===== config.mk =====
export PLATFORM = sky130hd
export DESIGN_NAME = fir_tap_sequencer
export DESIGN_NICKNAME = d
export VERILOG_FILES = /design/src/rtl/fir_tap_sequencer.sv
export SDC_FILE = /design/constraint.sdc
export NUM_CORES = 1
export LEC_CHECK = 0
export CORE_UTILIZATION = 50
export DETAILED_ROUTE_END_ITERATION = 6
export PLACE_DENSITY = 0.88
export SYNTH_ARGS = -nofsm -noshare
export SYNTH_HDL_FRONTEND = slang
export SYNTH_SLANG_ARGS = --single-unit
export TNS_END_PERCENT = 30

===== constraint.sdc =====
create_clock -name clk -period 2.5 [get_ports clk]
set_clock_uncertainty 0.1 [all_clocks]
set_input_delay 0.5 -clock clk [delete_from_list [all_inputs] [get_ports clk]]
set_output_delay 0.5 -clock clk [all_outputs]
set_load 0.02 [all_outputs]

===== src/rtl/fir_tap_sequencer.sv =====
// Per-sample sequencer for the 64-tap FIR: FIFO pop, one delay-line shift, TAPS reads, MAC control.
// Optional shift-acknowledge timeout is enabled by defining SEQ_TIMEOUT_EN.
module fir_tap_sequencer #(
  parameter int TAPS        = 64,
  parameter int MAC_LAT     = 1,
  parameter int TIMEOUT_CYC = 8
) (
  input  logic                    clk,
  input  logic                    rst,
  input  logic                    en,
  input  logic                    fifo_empty,
  output logic                    fifo_rd_en,
  output logic                    shift_enable,
  input  logic                    shift_done,
  output logic                    start,
  input  logic                    read_done,
  output logic [$clog2(TAPS)-1:0] coef_addr,
  output logic                    mac_clr,
  output logic                    mac_en,
  output logic                    result_valid,
  output logic                    busy,
  output logic                    align_err,
  output logic [15:0]             sample_cnt
`ifdef SEQ_TIMEOUT_EN
  ,
  output logic                    timeout_err
`endif
);

  localparam int TAW = $clog2(TAPS);
  localparam int DW  = $clog2(MAC_LAT + 1) + 1;

  typedef enum logic [2:0] {
    S_IDLE,
    S_POP,
    S_SHIFT,
    S_WAIT_SHIFT,
    S_READ,
    S_DRAIN,
    S_DONE
  } state_t;

  state_t          state_q, state_d;
  logic [TAW-1:0]  tap_cnt_q, tap_cnt_d;
  logic [DW-1:0]   drain_cnt_q, drain_cnt_d;
  logic            align_err_q, align_err_d;
  logic [15:0]     sample_cnt_q, sample_cnt_d;
  logic            fifo_rd_en_q, fifo_rd_en_d;
  logic            shift_enable_q, shift_enable_d;
  logic            start_q, start_d;
  logic [TAW-1:0]  coef_addr_q, coef_addr_d;
  logic            mac_clr_q, mac_clr_d;
  logic            mac_en_q, mac_en_d;
  logic            result_valid_q, result_valid_d;
  logic            busy_q, busy_d;

`ifdef SEQ_TIMEOUT_EN
  localparam int TW = $clog2(TIMEOUT_CYC) + 1;
  logic [TW-1:0]   to_cnt_q, to_cnt_d;
  logic            timeout_err_q, timeout_err_d;
`endif

  always_comb begin
    state_d     = state_q;
    tap_cnt_d   = '0;
    drain_cnt_d = '0;
    align_err_d = align_err_q;
`ifdef SEQ_TIMEOUT_EN
    to_cnt_d      = '0;
    timeout_err_d = timeout_err_q;
`endif
    unique case (state_q)
      S_IDLE:  if (en && !fifo_empty) state_d = S_POP;
      S_POP:   state_d = S_SHIFT;
      S_SHIFT: state_d = S_WAIT_SHIFT;
      S_WAIT_SHIFT: begin
        if (shift_done) begin
          state_d = S_READ;
`ifdef SEQ_TIMEOUT_EN
        end else if (to_cnt_q == TW'(TIMEOUT_CYC - 1)) begin
          state_d       = S_IDLE;
          timeout_err_d = 1'b1;
        end else begin
          to_cnt_d = to_cnt_q + TW'(1);
`endif
        end
      end
      S_READ: begin
        tap_cnt_d = tap_cnt_q + TAW'(1);
        if (tap_cnt_q == TAW'(TAPS - 1)) state_d = S_DRAIN;
      end
      S_DRAIN: begin
        drain_cnt_d = drain_cnt_q + DW'(1);
        // First drain cycle is the one right after the last read strobe.
        if (drain_cnt_q == '0 && !read_done) align_err_d = 1'b1;
        if (drain_cnt_q == DW'(MAC_LAT)) state_d = S_DONE;
      end
      S_DONE:  state_d = S_IDLE;
      default: state_d = S_IDLE;
    endcase

    // Outputs are decoded from the next state so they line up with the registered state.
    fifo_rd_en_d   = (state_d == S_POP);
    shift_enable_d = (state_d == S_SHIFT);
    start_d        = (state_d == S_READ);
    result_valid_d = (state_d == S_DONE);
    busy_d         = (state_d != S_IDLE);
    sample_cnt_d   = sample_cnt_q + 16'(state_d == S_DONE);
    mac_en_d       = start_q;
    mac_clr_d      = start_q && (tap_cnt_q == '0);
    coef_addr_d    = start_q ? tap_cnt_q : coef_addr_q;
  end

  always_ff @(posedge clk) begin
    if (rst) begin
      state_q        <= S_IDLE;
      tap_cnt_q      <= '0;
      drain_cnt_q    <= '0;
      align_err_q    <= 1'b0;
      sample_cnt_q   <= '0;
      fifo_rd_en_q   <= 1'b0;
      shift_enable_q <= 1'b0;
      start_q        <= 1'b0;
      coef_addr_q    <= '0;
      mac_clr_q      <= 1'b0;
      mac_en_q       <= 1'b0;
      result_valid_q <= 1'b0;
      busy_q         <= 1'b0;
`ifdef SEQ_TIMEOUT_EN
      to_cnt_q       <= '0;
      timeout_err_q  <= 1'b0;
`endif
    end else begin
      state_q        <= state_d;
      tap_cnt_q      <= tap_cnt_d;
      drain_cnt_q    <= drain_cnt_d;
      align_err_q    <= align_err_d;
      sample_cnt_q   <= sample_cnt_d;
      fifo_rd_en_q   <= fifo_rd_en_d;
      shift_enable_q <= shift_enable_d;
      start_q        <= start_d;
      coef_addr_q    <= coef_addr_d;
      mac_clr_q      <= mac_clr_d;
      mac_en_q       <= mac_en_d;
      result_valid_q <= result_valid_d;
      busy_q         <= busy_d;
`ifdef SEQ_TIMEOUT_EN
      to_cnt_q       <= to_cnt_d;
      timeout_err_q  <= timeout_err_d;
`endif
    end
  end

  assign fifo_rd_en   = fifo_rd_en_q;
  assign shift_enable = shift_enable_q;
  assign start        = start_q;
  assign coef_addr    = coef_addr_q;
  assign mac_clr      = mac_clr_q;
  assign mac_en       = mac_en_q;
  assign result_valid = result_valid_q;
  assign busy         = busy_q;
  assign align_err    = align_err_q;
  assign sample_cnt   = sample_cnt_q;
`ifdef SEQ_TIMEOUT_EN
  assign timeout_err  = timeout_err_q;
`endif

endmodule

# == Word-level counts from Yosys, hierarchy flattened ==
# Cells that the tools add are included.
# word_totals
reg_bits,41
input_bits,6
output_inout_bits,30
# classes
reduce_logical,12
bitwise,2
n_eq_ne,11
mux,5
addsub,3
# op_table
operator,count
$pmux 3 s6,1
$add 16x1->16,1
$eq 3x3->1 const B,4
$mux 3,4
$eq 3x2->1 const B,3
$add 6x1->6 const B,1
$eq 3x1->1 const B,2
$eq 6x6->1 const B,1
$logic_not 6->1,1
$reduce_or 2->1,2
$logic_and 1x1->1,3
$logic_not 3->1,1
$reduce_bool 3->1,1
$add 2x1->2 const B,1
$eq 2x1->1 const B,1
$logic_not 1->1,2
$logic_not 2->1,1
$not 1->1,2
$reduce_and 2->1,1

# == Longest topological paths before layout ==
# Gate-level depths: netlist of run 1.
# depth
depth_word,6
mapped_depth,8
mapped_depth_nobuf,8

# == Worst setup path before layout of run 1 ==
# Ideal clock, no wire load.
# synth_path
path_type,register to register
startpoint,reg state_q[0]
endpoint,reg sample_cnt_q[12] (netlist: sample_cnt[12])
arrival_ns,1.994
synth_period_minus_slack_ns,2.215
setup_time_ns,0.121
slack_ns,0.285
n_path_buf,1
t_required_ns,2.279
path_stages_with_launch,9
path_cell_list,dfxtp_1 -> buf_2 -> nor2b_1 -> and3_1 -> ha_1 -> ha_1 -> inv_1 -> nor4_2 -> mux2_2
# synth_via
elab_chain_len,4
# synth_rtl
item,line_no,rtl
start: declaration,43,"state_t state_q, state_d;"
start signal: assignment,134,state_q <= state_d;
$eq 3x3->1 (tied with other cells),72,unique case (state_q)
$pmux 3 s6 (*),72,
$eq 3x3->1 (*),-,
net result_valid_d,54,"logic result_valid_q, result_valid_d;"
$add 16x1->16 (*),108,sample_cnt_d = sample_cnt_q + 16'(state_d == S_DONE);
end signal: assignment,138,sample_cnt_q <= sample_cnt_d;
end: declaration,47,"logic [15:0] sample_cnt_q, sample_cnt_d;"
# The timed path passes the listed nets; every way through them passes the cells marked *.
# A chain may end at the register's enable or synchronous reset.

# == Worst setup path after layout of run 1 ==
# layout_path
startpoint,reg state_q[0]
endpoint,reg sample_cnt_q[8] (netlist: sample_cnt[8])
# The elaborated chain is that of the path after synthesis.

==> impl_metrics.env, run 1 <==
export IMPL_status="finished clean"
export IMPL_hold_path_class="reg -> reg"
export IMPL_post_route_drc_count=0
export IMPL_peakVddDrop_mv=0.385
export IMPL_relSlewSlack_pct=65.9
export IMPL_areaGrowthSynthToFinish_pct=27.0
export IMPL_routabilityCongestion=0.787
export IMPL_synth_seq_cells=41
export IMPL_holdPathStages=2
export IMPL_synth_distinct_cells=42
export IMPL_synth_area_leader_cell="dfxtp_1"
export IMPL_coreArea_mm2=0.00339
export IMPL_die_w_um=61.8
export IMPL_numClockSinks=41
export IMPL_syn_cell_area_mm2=0.00179
export IMPL_synthArstFlopShare_pct=0
export IMPL_worstHoldStart="coef_addr[1]$_SDFFE_PP0P_"
export IMPL_wl_per_cell_um=13.7
export IMPL_dp_hpwl_mm=2.66
export IMPL_yosysWarnings=0
export IMPL_synth_top_flop_cell="dfxtp_1"
export IMPL_routed_wl_mm=3.79
export IMPL_synth_top_area_share_pct=45.8
export IMPL_setup_viol=0
export IMPL_fin_nets=241
export IMPL_antenna_cells=0
export IMPL_seqCellArea_um2=821
export IMPL_drv_cap=0
export IMPL_arrival_ns=2.51
export IMPL_rsz0062_at_grt="no"
export IMPL_p_sw_share_pct=22.1
export IMPL_seqPwrFrac_pct=55.5
export IMPL_start_util_pct=52.8
export IMPL_drive_above_1_share_pct=7.39
export IMPL_synth_edf_count=0
export IMPL_avgViaCountPerCell=5.47
export IMPL_holdPathEnd="coef_addr[1]$_SDFFE_PP0P_"
export IMPL_synth_common_cells="dfxtp_1 (41), nor2_1 (22), nor2b_1 (11), a21oi_1 (10), inv_1 (10)"
export IMPL_multiInputGateArea_um2=885
export IMPL_clock_latency_ns=0.35
export IMPL_p_switching_mw=0.265
export IMPL_placed_cells=268
export IMPL_r2r_slack_ns=0.18
export IMPL_grt_first_pass_wirelength_mm=5.83
export IMPL_grt_pass1_vias=1314
export IMPL_p_leak_nw=0.832
export IMPL_holdBufCountCts=0
export IMPL_period_needed_ns=2.32
export IMPL_clk_pin_slew_worst_paths_ns=0.13
export IMPL_synthMostInstantiatedCell="dfxtp_1"
export IMPL_clockBufferDepth=2
export IMPL_cts_resized=0
export IMPL_cp_start_kind="flip-flop"
export IMPL_via_count=1510
export IMPL_critPathCaptureType="flip-flop"
export IMPL_synth_fp_nets=204
export IMPL_die_h_um=61.8
export IMPL_worst_path_max_fanout=7
export IMPL_fill_cells=282
export IMPL_worst_pin_slew_ns=0.512
export IMPL_worstSetupPathType="reg -> reg"
export IMPL_slew_violations=0
export IMPL_report_final_hold_viol_count=0
export IMPL_grt_max_degree=28
export IMPL_htreeDepth=2
export IMPL_cts_tree="built"
export IMPL_grtUsageTotal_pct=21.4
export IMPL_combPwrFrac_pct=6.2
export IMPL_cts_root_buf="clkbuf_4"
export IMPL_finalNonFillerCells=276
export IMPL_reg2regPathDepth=7
export IMPL_port_buffer_count=35
export IMPL_io_pins=36
export IMPL_p_clk_share_pct=38.3
export IMPL_yosysSeqAreaShare_pct=45.8
export IMPL_postCtsSetupBuffers=0
export IMPL_r2r_start="state_q[0]$_SDFF_PP0_"
export IMPL_avgSynthCellArea_um2=9.33
export IMPL_cts_buffers=5
export IMPL_post_route_period_util_pct=92.9
export IMPL_gr_total_overflow=0
export IMPL_synth_area_top_cells="dfxtp_1 (46%), nor2_1 (4.6%), ha_1 (4.2%)"
export IMPL_power_density_mw_per_mm2=527
export IMPL_dr_pass1_iters=4
export IMPL_syn_inst=192
export IMPL_rows=21
export IMPL_rr_endpoint="sample_cnt[8]$_SDFF_PP0_"
export IMPL_crit_required_ns=2.69
export IMPL_antenna_found_initial=0
export IMPL_final_util_pct=67.1
export IMPL_die_area_mm2=0.00382
export IMPL_p_int_mw=0.933
export IMPL_fmaxAchievable_ghz=0.431
export IMPL_fin_tns_setup_ns=0
export IMPL_first_iter_violations=75
export IMPL_ant_nets=0
==> power groups by stage <==
stage / registers [mW] / clock network (mW) / logic, mW
2_1_floorplan: 0.685 / 0 / 0.0369
3_3_place_gp: 0.678 / 0 / 0.0715
3_5_place_dp: 0.679 / 0 / 0.0731
4_1_cts: 0.665 / 0.462 / 0.0734
5_1_grt: 0.666 / 0.487 / 0.0804
6_report: 0.665 / 0.459 / 0.0744
==> layout make-up <==
| class | instances | share of cell area (%) |
|---|---|---|
| inverters | 10 | 1.65 |
| repair buffers | 40 | 17.1 |
| multi-input cells | 131 | 38.9 |
| flip-flops and latches | 41 | 36.1 |
| well taps | 46 | 2.53 |
| clock inverters | 1 | 1.32 |
| clock buffers | 7 | 2.42 |
==> logic make-up after synthesis <==
group / after synthesis / synth area share [%]
compound gates: 26 / 9.16
xor+xnor: 6 / 2.93
fa+ha+maj: 6 / 4.19
buf+inv: 20 / 4.75
flops: 41 / 45.8
mux: 11 / 6.50
simple gates: 82 / 26.6
==> placed cells by master, fill, tap and decap left out, types with 3 or more instances in the layout <==
cell type / synthesis / layout
nand2_1: 6 / 6
inv_1: 10 / 10
mux2i_1: 6 / 6
nor2_1: 22 / 22
clkdlybuf4s50_1: 0 / 35
nor2b_1: 11 / 11
or4_1: 4 / 4
dfxtp_1: 41 / 41
buf_4: 0 / 5
a21oi_1: 10 / 10
nand3_1: 9 / 9
mux2_1: 3 / 3
o21ai_0: 5 / 5
or3_1: 4 / 4
o31ai_1: 4 / 4
ha_1: 6 / 6
xor2_1: 4 / 4
clkbuf_4: 0 / 5
and3_1: 5 / 5
nor4_1: 5 / 5
==> flip-flops by register name, indices dropped and copies added (netlist names) <==
signal	flops
state_q	3
drain_cnt_q	2
coef_addr	6
fifo_rd_en	1
sample_cnt	16
mac_en	1
shift_enable	1
busy	1
tap_cnt_q	6
mac_clr	1
start	1
align_err	1
result_valid	1
==> through the flow <==
step           power (mW)  cell area [um^2]  setup WS (ns)  hold slack [ns]
6_report             1.20              2270          0.179            0.410
5_1_grt              1.23              2270         0.0198            0.446
4_1_cts              1.20              2270          0.203            0.404
3_3_place_gp        0.750              2190          0.383            0.369
3_5_place_dp        0.752              2190          0.255            0.372
2_1_floorplan       0.722              1790          0.285            0.352
==> critical path: stages, from the launching register on <==
cell and delay [ns]:
dfxtp_1 0.35, nor2b_1 0.24, and3_1 0.21, ha_1 0.22, ha_1 0.27, inv_1 0.15
or4_1 0.57, a21oi_1 0.17
==> layer usage <==
layer  vias to the layer above  global-route usage, %  part of all wire, %
li1                        752                      -                    -
met1                       704                   26.3                   45
met2                        46                   34.9                   48
met3                         8                   4.76                  4.8
met4                         0                   11.7                  2.3
met5                         -                      0                    0
==> worst max path at each step <==
stage	startpoint	slack (ns)	end	cells past startpoint
after global placement	state_q[0]$_SDFF_PP0_	0.38	sample_cnt[12]$_SDFF_PP0_	7
after detailed placement	drain_cnt_q[1]$_SDFF_PP0_	0.25	sample_cnt[8]$_SDFF_PP0_	8
after floorplan	state_q[0]$_SDFF_PP0_	0.28	sample_cnt[12]$_SDFF_PP0_	8
after CTS	drain_cnt_q[1]$_SDFF_PP0_	0.20	sample_cnt[8]$_SDFF_PP0_	8
after global routing	state_q[0]$_SDFF_PP0_	0.02	sample_cnt[8]$_SDFF_PP0_	7
final	state_q[0]$_SDFF_PP0_	0.18	sample_cnt[8]$_SDFF_PP0_	7
No activity file was read; power rests on OpenSTA's default activity.
==> inputs of run 2 (changes only) <==
==> constraint.sdc (replaced) <==
create_clock -name clk -period 2.3 [get_ports clk]
set_clock_uncertainty 0.1 [all_clocks]
set_input_delay 0.46 -clock clk [delete_from_list [all_inputs] [get_ports clk]]
set_output_delay 0.46 -clock clk [all_outputs]
set_load 0.02 [all_outputs]
==> run 2 against run 1 <==
Effect of this change:
- global-route usage shrank 0.98 points
- clock power shrank 26%
- first-iteration DRC count grew 1.3%
- non-clock buffer count grew 2
- register-to-register slack lost 0.05 ns
- combinational power grew 10%
- hold slack gained 0.0017 ns
- via count shrank 1.9%
==> impl_metrics.env, run 2 (same netlist as run 1, synthesis figures left out) <==
export IMPL_cts_resized=0
export IMPL_wl_met3_um=133
export IMPL_routabilityCongestion=0.799
export IMPL_first_iter_violations=76
export IMPL_drive_above_1_share_pct=8.66
export IMPL_critical_path_max_stage_delay_ns=0.53
export IMPL_setup_viol=0
export IMPL_fin_tns_setup_ns=0
export IMPL_grt_pass1_vias=1256
export IMPL_htreeDepth=2
export IMPL_coreArea_mm2=0.00339
export IMPL_cts_buffers=5
export IMPL_hold_path_class="reg -> reg"
export IMPL_ant_nets=0
export IMPL_wl_per_cell_um=12.8
export IMPL_p_sw_share_pct=23.7
export IMPL_slowest_stage="or4_1"
export IMPL_io_pins=36
export IMPL_start_util_pct=52.8
export IMPL_fin_nets=243
export IMPL_final_area_mm2=0.00226
export IMPL_layout_common_cells="dfxtp_1 (41), clkdlybuf4s50_1 (35), nor2_1 (22)"
export IMPL_clk_pin_slew_worst_paths_ns=0.13
export IMPL_holdBufCountCts=0
export IMPL_post_route_period_util_pct=94.3
export IMPL_fill_cells=267
export IMPL_die_area_mm2=0.00382
export IMPL_dp_hpwl_mm=2.54
export IMPL_wl_met1_mm=1.67
export IMPL_die_h_um=61.8
export IMPL_relSlewSlack_pct=67.9
export IMPL_avgViaCountPerCell=5.35
export IMPL_cts_tree="built"
export IMPL_numClockSinks=41
export IMPL_grt_max_degree=28
export IMPL_combPwrFrac_pct=7.2
export IMPL_worstSetupPathType="reg -> reg"
export IMPL_clock_latency_ns=0.36
export IMPL_routed_wl_mm=3.53
export IMPL_top_layer_used="met4"
export IMPL_antenna_found_initial=0
export IMPL_p_int_mw=0.873
export IMPL_crit_required_ns=2.50
export IMPL_largest_register_ff_count=16
export IMPL_drv_cap=0
export IMPL_rows=21
export IMPL_post_route_drc_count=0
export IMPL_critPathBufInv=2
export IMPL_rsz0062_at_grt="no"
export IMPL_port_buffer_count=35
export IMPL_report_final_hold_viol_count=0
export IMPL_grt_first_pass_wirelength_mm=5.60
export IMPL_worst_path_max_fanout=7
export IMPL_antenna_cells=0
export IMPL_p_switching_mw=0.271
export IMPL_fmaxAchievable_ghz=0.461
export IMPL_slew_violations=0
export IMPL_cp_start_kind="flip-flop"
export IMPL_cts_root_buf="clkbuf_4"
export IMPL_via_count=1482
export IMPL_layout_commonest_cell="dfxtp_1"
export IMPL_clockBufferDepth=2
export IMPL_critPathTopFamily="simple AND/OR/NAND/NOR gates"
export IMPL_fin_hold_ws_ns=0.412
export IMPL_place_area_mm2=0.00220
export IMPL_power_density_mw_per_mm2=507
export IMPL_period_needed_ns=2.17
export IMPL_crit_path_cell_trace="inv_1 -> ha_2 -> and3_1 -> ha_1 -> ha_2 -> inv_1 -> or4_1 -> a21oi_1"
export IMPL_worst_pin_slew_ns=0.482
export IMPL_postCtsSetupBuffers=0
export IMPL_peakVddDrop_mv=0.297
export IMPL_gr_total_overflow=0
export IMPL_status="finished clean"
export IMPL_p_clk_share_pct=29.8
export IMPL_seqPwrFrac_pct=63.0
export IMPL_dr_pass1_iters=4
export IMPL_grtUsageTotal_pct=20.4
export IMPL_critPathCaptureType="flip-flop"
export IMPL_areaGrowthSynthToFinish_pct=26.1
export IMPL_die_w_um=61.8
export IMPL_arrival_ns=2.37
export IMPL_dr_wl_met2_mm=1.65
export IMPL_p_leak_nw=0.821
-- run 2: cell count changes in the layout (fill, tap and decap cells not counted), sizes merged --
cell | before | now
clkinv | 0 | 1
clkbuf | 7 | 6
buf | 5 | 7
bufinv | 1 | 0
-- run 2: worst paths after layout --
check | from | end | slack (ns) | cells after the start
max | drain_cnt_q[1]$_SDFF_PP0_ | sample_cnt[10]$_SDFF_PP0_ | 0.13 | 8
min | tap_cnt_q[0]$_SDFF_PP0_ | tap_cnt_q[0]$_SDFF_PP0_ | 0.41 | 1
max reg2reg | drain_cnt_q[1]$_SDFF_PP0_ | sample_cnt[10]$_SDFF_PP0_ | 0.13 | 8
min reg2reg | tap_cnt_q[0]$_SDFF_PP0_ | tap_cnt_q[0]$_SDFF_PP0_ | 0.41 | 1
-- run 2: cell type report --
cell class                      instances  area (um^2)  area share, %
Clock buffer                            6         41.3           1.83
Clock inverter                          1         8.76          0.388
Inverter                               10         37.5           1.66
Multi-Input combinational cell        131          890           39.4
Sequential cell                        41          821           36.3
Tap cell                               46         57.6           2.55
Timing Repair Buffer                   42          403           17.8
-- run 2: per-stage QoR --
stage	total power [mW]	setup slack, ns	std cells	utilization [%]
after floorplan	0.785	0.0848	192	-
after global placement	0.818	0.186	270	65.0
after detailed placement	0.819	0.0848	270	65.0
after CTS	1.15	0.0275	277	66.5
after global routing	1.19	0.0206	277	66.6
final	1.14	0.131	277	66.6
-- run 2: layer usage --
metal / global-route usage, % / vias up
met2: 32.0 / 36
met4: 10.5 / 0
met3: 4.35 / 8
met5: 0 / -
met1: 26.6 / 685
li1: - / 753
-- run 2: power groups by stage --
stage,sequential (mW),combinational [mW],clock [mW]
4_1_cts,0.721,0.0825,0.350
2_1_floorplan,0.745,0.0401,0
3_5_place_dp,0.737,0.0820,0
3_3_place_gp,0.737,0.0809,0
6_report,0.721,0.0822,0.341
5_1_grt,0.723,0.0900,0.379
==> inputs of run 3 (changes only) <==
--- a/config.mk
+++ b/config.mk
@@ -5,9 +5,9 @@
 export SDC_FILE = /design/constraint.sdc
 export NUM_CORES = 1
 export LEC_CHECK = 0
-export CORE_UTILIZATION = 50
+export CORE_UTILIZATION = 40
 export DETAILED_ROUTE_END_ITERATION = 6
-export PLACE_DENSITY = 0.88
+export PLACE_DENSITY = 0.75
 export SYNTH_ARGS = -nofsm -noshare
 export SYNTH_HDL_FRONTEND = slang
 export SYNTH_SLANG_ARGS = --single-unit
==> run 3 against run 2 <==
Effect of this change:
- utilization down 10 points
- sequential power about the same
- final cell count is 1.8% higher
- critical path depth is the same
- hold slack worse by 0.033 ns
- highest routed layer unchanged
- routed wire length rose by 7.1%
- non-clock buffer count unchanged
- power up 22%
- final area up 3.5%
==> impl_metrics.env, run 3 (same netlist as run 1, synthesis figures left out) <==
export IMPL_status="finished clean"
export IMPL_antenna_cells=0
export IMPL_critPathTopFamily="adder cells"
export IMPL_worstSetupPathType="reg -> reg"
export IMPL_drv_cap=0
export IMPL_worst_pin_slew_ns=0.381
export IMPL_rr_endpoint="sample_cnt[12]$_SDFF_PP0_"
export IMPL_p_leak_nw=0.853
export IMPL_areaGrowthSynthToFinish_pct=30.5
export IMPL_critical_path_max_stage_delay_ns=0.36
export IMPL_dp_slack_ns=0.0499
export IMPL_crit_path_cell_trace="inv_1 -> ha_1 -> and3_1 -> ha_1 -> ha_4 -> inv_1 -> nor4_2 -> mux2_2"
export IMPL_fmaxAchievable_ghz=0.458
export IMPL_cts_root_buf="clkbuf_8"
export IMPL_via_count=1491
export IMPL_fill_cells=383
export IMPL_cp_start_kind="flip-flop"
export IMPL_clockBufferDepth=2
export IMPL_die_h_um=68.9
export IMPL_arrival_ns=2.27
export IMPL_hold_path_class="reg -> reg"
export IMPL_relSlewSlack_pct=74.6
export IMPL_crit_required_ns=2.39
export IMPL_worstSetupStartpoint="drain_cnt_q[1]$_SDFF_PP0_"
export IMPL_placed_cells=274
export IMPL_critPathBufInv=2
export IMPL_dp_hpwl_mm=2.66
export IMPL_peakVddDrop_mv=0.388
export IMPL_holdPathEnd="align_err$_SDFFE_PP0P_"
export IMPL_slew_violations=0
export IMPL_finalNonFillerCells=282
export IMPL_post_route_period_util_pct=94.8
export IMPL_htreeDepth=2
export IMPL_seqCellArea_um2=821
export IMPL_layout_common_cells="dfxtp_1 (41), clkdlybuf4s50_1 (35), nor2_1 (22)"
export IMPL_critPathCaptureType="flip-flop"
export IMPL_rows=23
export IMPL_grt_max_degree=28
export IMPL_period_needed_ns=2.18
export IMPL_setup_viol=0
export IMPL_cts_tree="built"
export IMPL_fin_nets=243
export IMPL_clock_latency_ns=0.29
export IMPL_worst_path_max_fanout=7
export IMPL_rsz0062_at_grt="no"
export IMPL_clk_pin_slew_worst_paths_ns=0.08
export IMPL_die_w_um=68.9
export IMPL_grtUsageTotal_pct=17.8
export IMPL_cts_buffers=5
export IMPL_routed_wl_mm=3.78
export IMPL_r2r_start="drain_cnt_q[1]$_SDFF_PP0_"
export IMPL_avgViaCountPerCell=5.29
export IMPL_grt_first_pass_wirelength_mm=6.19
export IMPL_wl_per_cell_um=13.4
export IMPL_grtUsageMet2_pct=29.0
export IMPL_start_util_pct=43.2
export IMPL_antenna_found_initial=0
export IMPL_gr_total_overflow=0
export IMPL_reg2regPathDepth=8
export IMPL_coreArea_mm2=0.00414
export IMPL_setup_ws_ns=0.119
export IMPL_ant_nets=0
export IMPL_met1_usage_pct=21.7
export IMPL_multiInputGateArea_um2=897
export IMPL_worstHoldStart="align_err$_SDFFE_PP0P_"
export IMPL_numClockSinks=41
export IMPL_port_buffer_count=35
export IMPL_grt_pass1_vias=1401
export IMPL_report_final_hold_viol_count=0
export IMPL_routabilityCongestion=0.795
export IMPL_fin_hold_ws_ns=0.379
export IMPL_slowest_stage="mux2_2"
export IMPL_post_route_drc_count=0
export IMPL_layout_commonest_cell="dfxtp_1"
export IMPL_first_iter_violations=62
export IMPL_io_pins=36
export IMPL_largest_register_ff_count=16
export IMPL_die_area_mm2=0.00475
export IMPL_holdPathStages=2
export IMPL_dr_pass1_iters=4
export IMPL_fin_tns_setup_ns=0
export IMPL_grt_util_met3_pct=4.44
export IMPL_drive_above_1_share_pct=8.62
export IMPL_r2r_slack_ns=0.12
export IMPL_gr_max_usage_layer="met2"
export IMPL_power_density_mw_per_mm2=598
==> run 3: cell types whose count changed in the layout (fill, tap and decap cells not counted) <==
cell       before  now
clkbuf_8        0    6
clkbuf_4        5    0
ha_2            2    0
bufinv_16       0    1
clkinv_4        1    0
ha_1            4    5
ha_4            0    1
==> run 3: through the flow <==
stage	total power [mW]	util, %	area, um^2
2_1_floorplan	0.785	-	1790
3_3_place_gp	0.819	53.3	2210
3_5_place_dp	0.821	53.3	2210
4_1_cts	1.41	56.1	2320
5_1_grt	1.45	56.4	2340
6_report	1.40	56.4	2340
==> run 3: how the worst max path moves through the flow <==
stage                                            to  slack, ns  cells after the start
final                     sample_cnt[12]$_SDFF_PP0_       0.12                      8
after global routing      sample_cnt[12]$_SDFF_PP0_       0.03                      8
after CTS                 sample_cnt[12]$_SDFF_PP0_       0.03                      8
after detailed placement  sample_cnt[12]$_SDFF_PP0_       0.05                      8
after global placement    sample_cnt[12]$_SDFF_PP0_       0.19                      8
after floorplan           sample_cnt[12]$_SDFF_PP0_       0.08                      8
==> run 3: timing repair <==
| item | CTS | global route |
|---|---|---|
| gates resized for setup | 0 | 2 |
| setup buffers | 0 | 0 |
| setup endpoints to repair | 0 | 3 |
| hold buffers | 0 | 0 |
==> run 3: routing by layer <==
layer	share of wire [%]	vias up	routed length (um)
li1	-	752	-
met5	0	-	0
met4	1.5	0	56
met2	46	22	1750
met3	3.4	5	130
met1	49	712	1840
==> run 3: tightest hold or removal path: cells and delay by family (launching register included) <==
kind / cells / cell delay, ns
flops: 1 / 0.33
compound gates: 1 / 0.05
simple gates: 1 / 0.07
==> run 3: final cells by class <==
| cell class | count | share of cell area (%) |
|---|---|---|
| tap | 50 | 2.68 |
| clock inverter | 1 | 1.28 |
| multi-input combinational | 131 | 38.4 |
| clock buffer | 7 | 3.69 |
| sequential | 41 | 35.1 |
| inverter | 10 | 1.61 |
| timing repair buffer | 42 | 17.2 |
==> run 3: where the power goes <==
group | switching [mW] | internal (mW) | leakage [nW]
Clock | 0.240 | 0.354 | 0.0585
Combinational | 0.0457 | 0.0384 | 0.463
Sequential | 0.00323 | 0.718 | 0.331
